--- src/rtl/hqm_aw_rf_pkg.sv ---
// hqm_aw_rf_pkg: shared types and constants for the 2048x14 RF read stage.
package hqm_aw_rf_pkg;
    typedef logic [10:0] rf2048x14_addr_t;
    typedef logic [13:0] rf2048x14_data_t;
    localparam int RF_RD_LAT = 1;
endpackage

--- src/rtl/hqm_aw_rf_rd_fifo.sv ---
// hqm_aw_rf_rd_fifo: DEPTH x DW flop FIFO with explicit pointer wrap for any DEPTH.
module hqm_aw_rf_rd_fifo #(
    parameter int DEPTH = 4,
    parameter int DW = 14,
    localparam int PW = $clog2(DEPTH),
    localparam int CW = $clog2(DEPTH + 1)
) (
    input  logic          rclk,
    input  logic          rclk_rst_n,
    input  logic          push,
    input  logic [DW-1:0] wdata,
    input  logic          pop,
    output logic [DW-1:0] rdata,
    output logic [CW-1:0] cnt,
    output logic          full,
    output logic          empty
);
    logic [DW-1:0] mem [DEPTH];
    logic [PW-1:0] wr_ptr, rd_ptr;
    logic          wr, rd;

    function automatic logic [PW-1:0] inc(input logic [PW-1:0] p);
        return (p == PW'(DEPTH - 1)) ? '0 : p + PW'(1);
    endfunction

    assign full  = cnt == CW'(DEPTH);
    assign empty = cnt == '0;
    assign rd    = pop & ~empty;
    // a full FIFO still takes a write when a slot frees in the same cycle
    assign wr    = push & (~full | rd);
    assign rdata = mem[rd_ptr];

    always_ff @(posedge rclk or negedge rclk_rst_n) begin
        if (!rclk_rst_n) begin
            wr_ptr <= '0;
            rd_ptr <= '0;
            cnt    <= '0;
            for (int i = 0; i < DEPTH; i++) mem[i] <= '0;
        end else begin
            if (wr) begin
                mem[wr_ptr] <= wdata;
                wr_ptr      <= inc(wr_ptr);
            end
            if (rd) rd_ptr <= inc(rd_ptr);
            cnt <= cnt + CW'(wr) - CW'(rd);
        end
    end
endmodule

--- src/rtl/hqm_aw_rf_rd_stage_2048x14.sv ---
// hqm_aw_rf_rd_stage_2048x14: credit-protected read stage for the power-gated 2048x14 RF.
module hqm_aw_rf_rd_stage_2048x14
    import hqm_aw_rf_pkg::*;
#(
    parameter int DEPTH = 4,
    parameter int AW = $bits(rf2048x14_addr_t),
    parameter int DW = $bits(rf2048x14_data_t),
    localparam int CW = $clog2(DEPTH + 1)
) (
    input  logic          rclk,
    input  logic          rclk_rst_n,
    input  logic          req_v,
    input  logic [AW-1:0] req_addr,
    output logic          req_ready,
    output logic          rf_re,
    output logic [AW-1:0] rf_raddr,
    input  logic [DW-1:0] rf_rdata,
    input  logic          rf_isol,
    input  logic          rf_pwr_off,
    output logic          out_v,
    output logic [DW-1:0] out_data,
    input  logic          out_ready,
    output logic [CW-1:0] fifo_cnt,
    output logic          idle,
    output logic          err_ovf
);
    logic          rd_pend, fifo_full, fifo_empty, pop;
    logic [CW:0]   inflight;

    // in-flight read holds a credit until its data lands in the FIFO
    assign inflight  = {1'b0, fifo_cnt} + (CW + 1)'(rd_pend);
    assign req_ready = rclk_rst_n & ~rf_isol & ~rf_pwr_off & (inflight < (CW + 1)'(DEPTH));
    assign rf_re     = req_v & req_ready;
    assign rf_raddr  = rclk_rst_n ? req_addr : '0;
    assign out_v     = ~fifo_empty;
    assign pop       = out_v & out_ready;
    assign idle      = ~rd_pend & fifo_empty;

    always_ff @(posedge rclk or negedge rclk_rst_n) begin
        if (!rclk_rst_n) begin
            rd_pend <= 1'b0;
            err_ovf <= 1'b0;
        end else begin
            rd_pend <= rf_re;
            err_ovf <= err_ovf | (rd_pend & fifo_full & ~pop);
        end
    end

    hqm_aw_rf_rd_fifo #(.DEPTH(DEPTH), .DW(DW)) u_fifo (
        .rclk       (rclk),
        .rclk_rst_n (rclk_rst_n),
        .push       (rd_pend),
        .wdata      (rf_rdata),
        .pop        (pop),
        .rdata      (out_data),
        .cnt        (fifo_cnt),
        .full       (fifo_full),
        .empty      (fifo_empty)
    );
endmodule

--- config.mk ---
export PLATFORM = sky130hd
export DESIGN_NAME = hqm_aw_rf_rd_stage_2048x14
export DESIGN_NICKNAME = d
export VERILOG_FILES = /design/src/rtl/hqm_aw_rf_pkg.sv /design/src/rtl/hqm_aw_rf_rd_fifo.sv /design/src/rtl/hqm_aw_rf_rd_stage_2048x14.sv
export SDC_FILE = /design/constraint.sdc
export NUM_CORES = 1
export LEC_CHECK = 0
export BUFFER_PORTS_ARGS = -buffer_cell sky130_fd_sc_hd__buf_2
export CORE_MARGIN = 2
export CORE_UTILIZATION = 35
export DETAILED_ROUTE_END_ITERATION = 6
export GPL_TIMING_DRIVEN = 0
export HOLD_SLACK_MARGIN = 0.1
export SLEW_MARGIN = 20
export SYNTH_ARGS = -nofsm -noshare
export SYNTH_HDL_FRONTEND = slang
export SYNTH_SLANG_ARGS = --single-unit
--- constraint.sdc ---
create_clock -name rclk -period 2.6 [get_ports rclk]
set_input_delay 0.13 -clock rclk [delete_from_list [all_inputs] [get_ports rclk]]
set_output_delay 0.13 -clock rclk [all_outputs]
set_load 0.005 [all_outputs]
# Yosys cells after proc, flatten, opt, wreduce, memory -nomap -nowiden
# Cells that the tools add are included.
[word_totals]
elab_cells = 52
mem_bits_ro = 0
regBits = 65
mem_bits_rw = 0
n_memories = 0
latchBits = 0
[classes]
n_eq_ne = 3
n_mul = 0
reduce_logical = 2
n_addsub = 5
n_shift = 0
n_lt_le_gt_ge = 4
bitwise = 20
n_div = 0
muxes = 9
[ops]
columns = ["op", "count"]
rows = [
  ["$bwmux W56", 1],
  ["$mux W14", 3],
  ["$bmux W14 S2", 1],
  ["$demux W14 S2", 1],
  ["$mux W11", 1],
  ["$and A1 B1 Y1", 10],
  ["$ge A3 B3 Y1 const B", 2],
  ["$not A1 Y1", 6],
  ["$not A2 Y3", 2],
  ["$add A2 B1 Y2 const B", 2],
  ["$add A3 B1 Y4", 1],
  ["$eq A2 B2 Y1 const B", 2],
  ["$lt A4 B3 Y1 const B", 1],
  ["$mux W2", 2],
  ["$add A3 B1 Y3", 1],
  ["$eq A3 B3 Y1 const B", 1],
  ["$logic_not A3 Y1", 1],
  ["$lt A3 B1 Y1 const B", 1],
  ["$sub A3 B1 Y3", 1],
  ["$or A1 B1 Y1", 2],
  ["$logic_and A1 B1 Y1", 1],
]

# Longest topological paths before layout
[depth]
word_depth = 8
ltp_mapped = 7

# Cells and area by module
# A second synthesis with hierarchy kept.
[unflattened]
cells_unflattened = 196
area_unflattened_um2 = 3040.4
[modules_own_cells]
columns = ["mod", "instances", "area_per_inst_um2", "cells_per_inst"]
rows = [
  ["hqm_aw_rf_rd_fifo", 1, 2854.0, 173],
  ["hqm_aw_rf_rd_stage_2048x14", 1, 186.4, 23],
]

# Least setup slack after synthesis
# Ideal clock, no wire load.
[synth_path]
kind = "register to register"
from = "register u_fifo.cnt[0]"
to = "register u_fifo.cnt[1]"
slack_ns = 0.681
path_stages_with_launch = 8
setup_time_ns = 0.064
arrival_time_ns = 1.854
required_time_ns = 2.536
path_buffers = 0
path_cell_list = "dfrtp_1 or3_2 nand2_1 mux2i_1 ha_1 inv_1 fa_1 inv_1"
[synth_via]
elab_chain_len = 8
word_cells_on_any_way = 10
cone_classes = "add/sub: 2; eq/ne: 1; bitwise: 6; reduce/logical: 1"
[synth_lines]
columns = ["element", "line", "source"]
rows = [
  ["start: declaration", "hqm_aw_rf_rd_fifo.sv:14", "output logic [CW-1:0] cnt,"],
  ["start signal: assignment", "hqm_aw_rf_rd_fifo.sv:45", "cnt <= cnt + CW'(wr) - CW'(rd);"],
  ["$logic_not A3 Y1 (*)", "hqm_aw_rf_rd_fifo.sv:27", "assign empty = cnt == '0;"],
  ["$not A1 Y1 (*)", "hqm_aw_rf_rd_stage_2048x14.sv:35", "assign out_v = ~fifo_empty;"],
  ["net out_v", "hqm_aw_rf_rd_stage_2048x14.sv:20", "output logic out_v,"],
  ["$and A1 B1 Y1", "hqm_aw_rf_rd_stage_2048x14.sv:36", "assign pop = out_v & out_ready;"],
  ["$and A1 B1 Y1 (*)", "hqm_aw_rf_rd_fifo.sv:28", "assign rd = pop & ~empty;"],
  ["$or A1 B1 Y1", "hqm_aw_rf_rd_fifo.sv:30", "assign wr = push & (~full | rd);"],
  ["$and A1 B1 Y1", "hqm_aw_rf_rd_fifo.sv:30", ""],
  ["$add A3 B1 Y3", "hqm_aw_rf_rd_fifo.sv:45", ""],
  ["$sub A3 B1 Y3 (*)", "hqm_aw_rf_rd_fifo.sv:45", ""],
]
# Mark *: on every way through the listed nets, which the timed path passes. The rest lies on a longest branch.
# A chain may end at the register's enable or synchronous reset.

# Worst setup path in the final report
[layout_path]
from = "register u_fifo.rd_ptr[0]"
to = "output out_data[1]"
[layout_via]
elab_chain_len = 4
[layout_lines]
columns = ["element", "line", "source"]
rows = [
  ["start: declaration", "hqm_aw_rf_rd_fifo.sv:19", "logic [PW-1:0] wr_ptr, rd_ptr;"],
  ["start signal: assignment", "hqm_aw_rf_rd_fifo.sv:44", "if (rd) rd_ptr <= inc(rd_ptr);"],
  ["$not A2 Y3 (not written as such)", "hqm_aw_rf_rd_fifo.sv:31", "assign rdata = mem[rd_ptr];"],
  ["$bmux W14 S2", "hqm_aw_rf_rd_fifo.sv:31", ""],
  ["$mux W14 (not written as such) (2 in a row)", "hqm_aw_rf_rd_fifo.sv:31", ""],
  ["end: declaration", "hqm_aw_rf_rd_stage_2048x14.sv:21", "output logic [DW-1:0] out_data,"],
]
# No other way between the ends. The select of a mux whose other input is x is not followed.

==> impl_summary.md <==
Clock tree
In this run the post-CTS setup repair buffer count came out at 0. Counting every sink on the clock net gives between 60 and 70. The maximum buffer depth of the clock tree is 2. The root buffer selected by CTS is sky130_fd_sc_hd__clkbuf_8. The CTS tree is yes. The number of buffers inserted during clock tree synthesis is 9. The register clock-pin slew on the reported worst setup and hold paths is ~0.070 ns. The quantity of hold-fixing buffers added after cts is 16. At the later pin of the worst-skew pair, clock insertion delay measures 0.33 ns.

The H-tree depth reported by CTS is 3. Gates resized during post-CTS repair numbered 0.

Worst setup path
The startpoint identified for the worst register-to-register timing path is u_fifo.cnt[0]$_DFF_PN0_. The signal on the critical path passes through clkbuf_1 > buf_2 > mux4_2 > buf_2. Among cell families on the critical path, the largest total delay comes from buffers and inverters. The type of destination of the critical path is an output pin. The most used cell along the critical path is sky130_fd_sc_hd__buf_2. The cell type of the slowest stage on the worst timing path is sky130_fd_sc_hd__mux4_2. The required time reported for the critical path endpoint is 2.47 ns.

The critical path is of the reg2out type. The peak per-stage delay on the critical path is between 0.5 and 0.6 ns. The worst-path maximum fanout is 10.

The critical path data arrival time is roughly 2.3 ns. The critical path contains buffers and inverters numbering 3 combined. The element type at the critical path start is a flip-flop. The worst register-to-register path has a setup slack of around 0.58 ns.

Counting cells, the worst reg-to-reg path comes to 7. The endpoint identified for the worst register-to-register timing path is u_fifo.cnt[1]$_DFF_PN0_.

Timing
The final hold violation count came to 0. For the finished layout, the period the worst path requires is 2.43 ns. On the final layout, the worst clock skew is ~0.0044 ns. The number of max-slew violations in the final report is 0. The share of the cycle needed by the critical path after routing is 93.3%. Setup repair after global routing left no endpoint under its margin.

In the final timing run, aggregate negative setup slack is 0 ns. Headroom to the max-slew limit came out at a little under three fifths. Setup violations remaining at the end of the flow were counted as 0. The slew at the pin closest to its max-slew limit is 0.662 ns. The final worst hold slack is ~0.13 ns.

Timing would allow up to 412 MHz.

Synthesis
The net count of the mapped netlist is around 240. For this run, the register share of the synthesized area comes to 49.6%. Summed over its instances, the top area cell type makes up 49.6% of the synthesized netlist area. The mapped netlist covers 3280 µm².

By count the netlist is led by 65 x sky130_fd_sc_hd__dfrtp_1, 40 x sky130_fd_sc_hd__mux2_4, 20 x sky130_fd_sc_hd__mux2_2. The count of flip-flops with a built-in enable after synthesis is 0. The largest total area in the synthesized netlist belongs to sky130_fd_sc_hd__dfrtp_1. After synthesis, the mean cell area works out to 16.6 µm². The post-synthesis cell count is around 200. The async set or reset register ratio after synthesis is between 90% and 100%. The number of distinct library cells after synthesis is 26. The most frequent cell after synthesis is sky130_fd_sc_hd__dfrtp_1.

During synthesis, Yosys emitted a total of 0 warnings. By area the synthesized netlist is led by sky130_fd_sc_hd__dfrtp_1 50%, sky130_fd_sc_hd__mux2_4 18%, sky130_fd_sc_hd__mux4_2 9.6%. The flip-flop cell with the highest count after synthesis is sky130_fd_sc_hd__dfrtp_1.

In this run, synthesis produced a sequential element count of 65.

Routing
For this run, design rule violations remaining after detail routing come to 0. Before antenna repair, the detailed router went through 4 iterations. The total length of routed wires is 6.19 mm. For this block, the initial DRC count from the detailed router was 75.

Using the TritonRoute via totals, the vias-per-cell ratio works out to 4.76. The detailed router placed a little under 2,000 vias in this run. The remaining number of nets flagged by the antenna check after routing is 0. In the final routed layout, each cell accounts on average for about 15 µm.

Power
The peak supply drop is around 0.4 mV. Sequential cells burn 41.1% of the power. The design draws 3890 µW. The clock network power share is 25.2%.

The analysis attributes to cell leakage a power of 0.00204 µW. The internal power of the cells totals approximately 2800 µW. Of the total power, the share spent switching nets is 27.9%. The switching component of the power is 1090 µW. Of the total power, combinational logic draws between 30% and 40%.

For this design the ratio of total power to cell area is 936 nW/µm².

Final layout
The number of diodes added for antenna fixing is 0. The share of cells above drive strength 1 is between 50% and 60%. The filler cell count is 809. The multi-input combinational cells in the finished layout cover a total of 1460 µm². The area growth from synthesis to layout is 26.6%. At the end of the flow, the number of nets in the layout was 328. Across the whole layout, storage elements account for approximately 1600 µm². The final standard cell utilization of the core is a little under half.

Floorplanning
The die boundary width is 101 µm. The core area is 9150 µm². The I/O pin count is 64. The number of standard-cell rows in the floorplan is 35. The height of the die is 101 µm.

The die outline area is around 10,000 µm². The initial core utilization is 35.8%.

Run
Max-cap violations in this run came to 0.

Worst hold path
The tightest min-delay check is of the in2reg type. The worst hold path stage count is 3. The worst-case hold path end point is rd_pend$_DFF_PN0_. The start point of the worst hold path is rf_pwr_off.

Global route
The first global-routing pass estimated 10.3 mm of wire. The number of antenna violations at the first check in global routing is 0. The via count of the first global-routing pass came to slightly above 2,000. Entering global routing, the biggest net connects 47 pins. Across every metal layer, demand over resource in global routing totals 13.6%. Global routing finished with a remaining overflow of 0.

Placement
Detailed placement finished with a half-perimeter wire length of roughly 4.1 mm. The number of buffers inserted by port buffering is 63. At the end of routability-driven placement, the weighted congestion stood at approximately 0.67.

Outcome
The run finished with clean final reports.
power by group through the flow:
stage	combinational, µW	sequential, µW	clock (µW)
after floorplan	948	1540	0
after global placement	1290	1600	0
after detailed placement	1320	1610	0
after CTS	1330	1600	1010
after global routing	1450	1650	1050
final	1310	1600	979
state kept, by name (all words and copies together), names as in the netlist:
signal	cells
u_fifo.wr_ptr	2
rd_pend	1
u_fifo.cnt	3
err_ovf	1
u_fifo.mem	56
u_fifo.rd_ptr	2
layout by cell type, fill, tap and decap left out, drive strengths merged, types with 4 or more instances in the layout:
master       Yosys  layout
buf              9      73
dfrtp           65      65
mux2            60      60
dlygate4sd3      0      16
mux4            14      14
clkbuf           3      14
and2            12      12
ha               7       7
inv              6       6
and3             5       5
nor2             4       4
how the worst max path moves through the flow:
stage | start | end | cells past startpoint
final | u_fifo.rd_ptr[0]$_DFFE_PN0P_ | out_data[1] | 4
after global routing | u_fifo.rd_ptr[0]$_DFFE_PN0P_ | out_data[1] | 4
after CTS | u_fifo.rd_ptr[0]$_DFFE_PN0P_ | out_data[1] | 4
after detailed placement | u_fifo.rd_ptr[0]$_DFFE_PN0P_ | out_data[4] | 4
after global placement | rclk_rst_n | rf_re | 5
after floorplan | u_fifo.cnt[0]$_DFF_PN0_ | u_fifo.cnt[1]$_DFF_PN0_ | 7
final cells by class:
class / count / share of cell area (%)
plain buffers: 13 / 4.19
clock buffers: 11 / 3.65
clock inverters: 5 / 1.87
inverters: 6 / 0.542
multi-input cells: 114 / 35.1
flip-flops and latches: 65 / 39.2
well taps: 111 / 3.34
repair buffers: 80 / 12.2
worst min-delay path, delay by kind of cell:
family	cells	cell delay [ns]
AO/OA/AOI/OAI	1	0.06
buffers and inverters	1	0.07
AND/OR/NAND/NOR	1	0.16
metrics by stage:
stage	worst slack [ns]	cells	instance area [µm²]
2_1_floorplan	0.681	198	3280
3_3_place_gp	0.342	372	3730
3_5_place_dp	0.475	373	3760
4_1_cts	0.104	405	4150
5_1_grt	0.00870	405	4150
6_report	0.174	405	4150
layer usage:
layer	vias up	part of all wire, %	track usage, %
met5	-	0	0
met4	0	1.3	4.43
met3	7	6.1	4.51
met2	61	45	21.1
met1	968	47	18.1
li1	890	-	-
logic make-up after synthesis:
logic type | count (synthesis) | synth area share (%)
buf+inv | 19 | 5.99
xor+xnor | 1 | 0.267
mux | 75 | 35.1
simple gates | 27 | 5.00
compound gates | 3 | 0.763
flops | 65 | 49.6
fa+ha+maj | 8 | 3.28
Power figures use the tool's default switching activity.
